--- config.mk ---
export PLATFORM = sky130hd
export DESIGN_NAME = addsub_seq
export DESIGN_NICKNAME = d
export VERILOG_FILES = /design/src/rtl/addsub_seq_pkg.sv /design/src/rtl/addsub_seq_chunk.sv /design/src/rtl/addsub_seq.sv
export SDC_FILE = /design/constraint.sdc
export NUM_CORES = 1
export LEC_CHECK = 0
export CAP_MARGIN = 20
export CORE_MARGIN = 2
export CORE_UTILIZATION = 33
export DETAILED_ROUTE_END_ITERATION = 8
export GPL_ROUTABILITY_DRIVEN = 0
export GPL_TIMING_DRIVEN = 0
export PLACE_DENSITY = 0.5
export REMOVE_ABC_BUFFERS = 1
export SLEW_MARGIN = 20
export SYNTH_ARGS = -nofsm -noshare
export SYNTH_HDL_FRONTEND = slang
export SYNTH_SLANG_ARGS = --single-unit
--- constraint.sdc ---
create_clock -name clk -period 4.41 [get_ports clk]
set_clock_uncertainty 0.2 [all_clocks]
set_input_delay 0.882 -clock clk [delete_from_list [all_inputs] [get_ports clk]]
set_output_delay 0.882 -clock clk [all_outputs]
set_load 0.02 [all_outputs]
--- src/rtl/addsub_seq_pkg.sv ---
// Shared definitions for the chunked add/subtract unit: FSM states, op encodings,
// and the overflow helper.
package addsub_seq_pkg;

  typedef enum logic [1:0] {
    ST_IDLE = 2'd0,
    ST_RUN  = 2'd1,
    ST_DONE = 2'd2
  } state_e;

  localparam logic OP_ADD = 1'b0;
  localparam logic OP_SUB = 1'b1;

  // Signed overflow of a two's-complement add: carry into MSB differs from carry out.
  function automatic logic signed_ovf(input logic c_msb_in, input logic c_out);
    return c_msb_in ^ c_out;
  endfunction

endpackage

--- src/rtl/addsub_seq_chunk.sv ---
// Combinational CHUNK-bit ripple adder; also exposes the carry into its MSB so the
// top can derive signed overflow from the most significant chunk.
module addsub_seq_chunk #(
  parameter int CHUNK = 4
) (
  input  logic [CHUNK-1:0] a_i,
  input  logic [CHUNK-1:0] b_i,
  input  logic             cin_i,
  output logic [CHUNK-1:0] s_o,
  output logic             cout_o,
  output logic             c_msb_in_o
);

  logic [CHUNK:0] c_s;

  // Bit-serial ripple through the chunk.
  always_comb begin
    c_s    = '0;
    s_o    = '0;
    c_s[0] = cin_i;
    for (int i = 0; i < CHUNK; i++) begin
      s_o[i]   = a_i[i] ^ b_i[i] ^ c_s[i];
      c_s[i+1] = (a_i[i] & b_i[i]) | (a_i[i] & c_s[i]) | (b_i[i] & c_s[i]);
    end
    cout_o     = c_s[CHUNK];
    c_msb_in_o = c_s[CHUNK-1];
  end

endmodule

--- src/rtl/addsub_seq.sv ---
// Multi-cycle add/subtract, CHUNK bits per clock, with registered result and C/V/N/Z flags.
// Optional feature: define ADDSUB_SATURATE_EN to clamp the result on signed overflow.
module addsub_seq
  import addsub_seq_pkg::*;
#(
  parameter int WIDTH = 16,
  parameter int CHUNK = 4
) (
  input  logic             clk,
  input  logic             rst,
  input  logic             start,
  input  logic             op,
  input  logic [WIDTH-1:0] a,
  input  logic [WIDTH-1:0] b,
  output logic             busy,
  output logic             done,
  output logic [WIDTH-1:0] result,
  output logic             carry,
  output logic             overflow,
  output logic             negative,
  output logic             zero
);

  localparam int N  = WIDTH / CHUNK;
  localparam int KW = (N > 1) ? $clog2(N) : 1;

  state_e           state_q, state_d;
  logic [KW-1:0]    k_q, k_d;
  logic [WIDTH-1:0] a_q, a_d;
  logic [WIDTH-1:0] b_q, b_d;
  logic [WIDTH-1:0] acc_q, acc_d;
  logic             c_q, c_d;
  logic             v_q, v_d;
  logic             busy_q, busy_d;
  logic             done_q, done_d;
  logic [WIDTH-1:0] result_q, result_d;
  logic             carry_q, carry_d;
  logic             ovf_q, ovf_d;
  logic             neg_q, neg_d;
  logic             zero_q, zero_d;

  logic [CHUNK-1:0] ch_a_s, ch_b_s, ch_s_s;
  logic             ch_cout_s, ch_cmsb_s;
  logic [WIDTH-1:0] fin_s;

  assign ch_a_s = a_q[k_q*CHUNK +: CHUNK];
  assign ch_b_s = b_q[k_q*CHUNK +: CHUNK];

  addsub_seq_chunk #(.CHUNK(CHUNK)) u_chunk (
    .a_i        (ch_a_s),
    .b_i        (ch_b_s),
    .cin_i      (c_q),
    .s_o        (ch_s_s),
    .cout_o     (ch_cout_s),
    .c_msb_in_o (ch_cmsb_s)
  );

  // Next-state, datapath and flag computation.
  always_comb begin
    state_d  = state_q;
    k_d      = k_q;
    a_d      = a_q;
    b_d      = b_q;
    acc_d    = acc_q;
    c_d      = c_q;
    v_d      = v_q;
    done_d   = 1'b0;
    result_d = result_q;
    carry_d  = carry_q;
    ovf_d    = ovf_q;
    neg_d    = neg_q;
    zero_d   = zero_q;
    fin_s    = acc_q;
    case (state_q)
      ST_IDLE: begin
        if (start) begin
          state_d = ST_RUN;
          a_d     = a;
          b_d     = (op == OP_SUB) ? ~b : b;
          c_d     = op;
          k_d     = '0;
        end else begin
          state_d = ST_IDLE;
        end
      end
      ST_RUN: begin
        acc_d[k_q*CHUNK +: CHUNK] = ch_s_s;
        c_d = ch_cout_s;
        v_d = signed_ovf(ch_cmsb_s, ch_cout_s);
        if (k_q == KW'(N - 1)) begin
          state_d = ST_DONE;
          k_d     = '0;
        end else begin
          k_d = k_q + KW'(1);
        end
      end
      ST_DONE: begin
`ifdef ADDSUB_SATURATE_EN
        // A wrapped-negative raw result means the true value overflowed upward.
        if (v_q) begin
          fin_s = acc_q[WIDTH-1] ? {1'b0, {(WIDTH-1){1'b1}}} : {1'b1, {(WIDTH-1){1'b0}}};
        end else begin
          fin_s = acc_q;
        end
`else
        fin_s = acc_q;
`endif
        state_d  = ST_IDLE;
        done_d   = 1'b1;
        result_d = fin_s;
        carry_d  = c_q;
        ovf_d    = v_q;
        neg_d    = fin_s[WIDTH-1];
        zero_d   = (fin_s == '0);
      end
      default: begin
        state_d = ST_IDLE;
      end
    endcase
    busy_d = (state_d == ST_RUN);
  end

  // State and output registers.
  always_ff @(posedge clk or posedge rst) begin
    if (rst) begin
      state_q  <= ST_IDLE;
      k_q      <= '0;
      a_q      <= '0;
      b_q      <= '0;
      acc_q    <= '0;
      c_q      <= 1'b0;
      v_q      <= 1'b0;
      busy_q   <= 1'b0;
      done_q   <= 1'b0;
      result_q <= '0;
      carry_q  <= 1'b0;
      ovf_q    <= 1'b0;
      neg_q    <= 1'b0;
      zero_q   <= 1'b0;
    end else begin
      state_q  <= state_d;
      k_q      <= k_d;
      a_q      <= a_d;
      b_q      <= b_d;
      acc_q    <= acc_d;
      c_q      <= c_d;
      v_q      <= v_d;
      busy_q   <= busy_d;
      done_q   <= done_d;
      result_q <= result_d;
      carry_q  <= carry_d;
      ovf_q    <= ovf_d;
      neg_q    <= neg_d;
      zero_q   <= zero_d;
    end
  end

  assign busy     = busy_q;
  assign done     = done_q;
  assign result   = result_q;
  assign carry    = carry_q;
  assign overflow = ovf_q;
  assign negative = neg_q;
  assign zero     = zero_q;

endmodule

==> impl_results.md <==
- Crit Path Max Fanout: 19
- Final setup fails: 0
- Max cap viols: 0
- Final Max Slew Viols: 0
- Die area: 11100 sq um
- Worst-Skew Late Latency: 0.33 ns
- Kind of critical path: register to register
- Worst slew pin tran: 0.945 ns
- Pre-Repair DR Iteration Count: 4
- Nets: 393
- CTS H-tree lvls: 3
- Net Sw Power: 1150 uW
- Static leakage: 0.00195 uW
- Leading cell type in the layout, fill and taps excluded: nand2_1
- Total grt overflow: 0
- Syn Area/Cell: 11.5 sq um
- Reg power frac: 37.8%
- Hold Buf Count CTS: 0
- Final period utilization: 80.0%
- Fillcell total: 943
- Status: finished clean
- Crit path required time: 4.43 ns
- Port buffer count: 57
- HPWL after DPL: 4.64 mm
- Post-synthesis cell area: 3380 sq um
- DRT Wirelength: 6.53 mm
- Post-DR wirelength/cell: 13.5 um
- WP data arrival: 3.55 ns
- Rel. slew slack: 37.0%
- Fin Setup TNS: 0 ns
- Number of synthesized register bits: 75
- Total Power: 3140 uW
- FFs w/ async S/R, synth: 100%
- Clk root buf: clkbuf_8
- Unrepaired setup endpoints after global routing: no
- Number of DRC markers in iteration 0: 95
- Number of synthesized flops with an enable pin: 0
- Synthesized instance count: 293
- Max Clk Rate: 0.284 GHz
- Sequential-to-total area share from yosys stat: 55.5%
- Drt via density: 4.60
- Worst-path clk slew: 0.08 ns
- Comb pwr share: 41.9%
- Clock power frac: 20.4%
- Hold WC Path Type: register to register
- Crit path capture type: register
- DRC: 0
- Layout cells sized above 1: 13.4%
- Initial Util: 34.3%
- Setup Fix Bufs, Post-CTS: 0
- Top_reg_cell synth: dfrtp_1
- Area grow syn2layout: 28.4%
- CTS Sinks: 75
- Worst setup SP type: register
- N_diodes: 0
- Routed Antenna Nets: 0
- Post_cts resized: 0
- Largest net degree at the start of global routing: 46
- TritonCTS Buffers: 9
- FP Rows: 36
- Number of antenna violations at the first check in global routing: 0
- Synth warn: 0
- Synth cell types: 31
- Cell internal pwr: 2000 uW
- Placeable core region: 9860 sq um
- First-pass GRT wire length: 11.1 mm
- CTS tree: done
- Max Root-Sink Buffers: 2
- Most frequent cells in the layout: nand2_1, dfrtp_1, clkdlybuf4s50_1
- PD cells: 725 nW/um^2
- GRT Total Usage: 12.8%
- Switching share of power: 36.5%
- Vias post-DR: 2227
- Core Util, Final: 44.0%
- Vias in the first global route: 2242
- Min Tclk post-route: 3.53 ns
- Final Hold Viols: 0
- Chip width: 105 um
- Peak supply drop: 0.000253 V
- IO Pins: 58
- Die span in y: 105 um
worst max-delay path: stages (launching register included):
cell,delay [ns]
dfrtp_1,0.89
mux4_2,0.62
fa_1,0.39
inv_1,0.08
fa_1,0.18
fa_1,0.20
inv_1,0.06
fa_1,0.54
a22o_1,0.24
power groups by stage:
stage	Clock [uW]	Combinational (uW)	Sequential [uW]
6_report	641	1320	1190
5_1_grt	702	1480	1240
4_1_cts	669	1350	1200
3_5_place_dp	0	1340	1210
3_3_place_gp	0	1320	1200
2_1_floorplan	0	810	1220
per-layer routing:
layer	wire, um	vias up	global-route usage (%)
met5	0	-	0
met1	3010	1067	16.8
met3	273	10	2.81
met2	3150	48	20.6
li1	-	1102	-
met4	97	0	4.86
worst paths after layout:
path	slack [ns]	to	cells past startpoint	start
setup / recovery	0.88	acc_q[11]$_DFFE_PP0P_	8	k_q[0]$_DFFE_PP0P_
hold / removal	0.27	a_q[6]$_DFFE_PP0P_	2	a_q[6]$_DFFE_PP0P_
setup reg to reg	0.88	acc_q[11]$_DFFE_PP0P_	8	k_q[0]$_DFFE_PP0P_
hold reg to reg	0.27	a_q[6]$_DFFE_PP0P_	2	a_q[6]$_DFFE_PP0P_
max in group asynchronous	2.75	carry$_DFFE_PP0P_	3	rst
min in group asynchronous	0.70	a_q[5]$_DFFE_PP0P_	2	rst
cell type report:
class / instances / area (sq um) / area share, %
Sequential cell: 75 / 1880 / 43.3
Multi-Input combinational cell: 192 / 1390 / 32.0
Timing Repair Buffer: 59 / 618 / 14.2
Tap cell: 133 / 166 / 3.84
Clock buffer: 11 / 151 / 3.49
Clock inverter: 4 / 97.6 / 2.25
Inverter: 10 / 40.0 / 0.923
sequential cells by signal (all words and copies together), names as in the netlist:
| register | count |
|---|---|
| c_q | 1 |
| state_q | 2 |
| overflow | 1 |
| zero | 1 |
| done | 1 |
| carry | 1 |
| a_q | 16 |
| v_q | 1 |
| k_q | 2 |
| result | 16 |
| acc_q | 16 |
| b_q | 16 |
| busy | 1 |
synth_stat cells, types with 3 or more instances:
cell type,count,area [sq um]
o21ai_0,24,120
clkbuf_1,5,18.8
o2bb2ai_1,4,35.0
mux2_2,18,203
fa_1,4,80.1
a22o_1,8,70.1
ha_1,6,75.1
buf_2,9,45.0
inv_1,10,37.5
nand2b_1,3,18.8
dfrtp_1,75,1880
nand2_1,76,285
mux4_2,8,180
xnor2_1,16,140
nor4_1,6,37.5
cells by family after synthesis:
| kind of cell | count (synthesis) | share of synthesized area (%) |
|---|---|---|
| AO/OA/AOI/OAI | 39 | 7.33 |
| buffers and inverters | 26 | 3.55 |
| multiplexers | 26 | 11.3 |
| adder cells (fa/ha/maj) | 10 | 4.59 |
| AND/OR/NAND/NOR | 100 | 13.3 |
| flip-flops | 75 | 55.5 |
| XOR/XNOR | 17 | 4.41 |
through the flow:
| step | hold WS [ns] | worst slack, ns | instances | area (sq um) |
|---|---|---|---|---|
| global placement | 0.254 | 0.149 | 467 | 4030 |
| finish | 0.275 | 0.883 | 484 | 4340 |
| detailed placement | 0.262 | 0.811 | 469 | 4080 |
| global route | 0.303 | 0.691 | 484 | 4340 |
| CTS | 0.282 | 0.804 | 484 | 4330 |
| floorplan | 0.240 | 1.26 | 277 | 3300 |
Note: power is estimated with default switching activity, not from simulation.
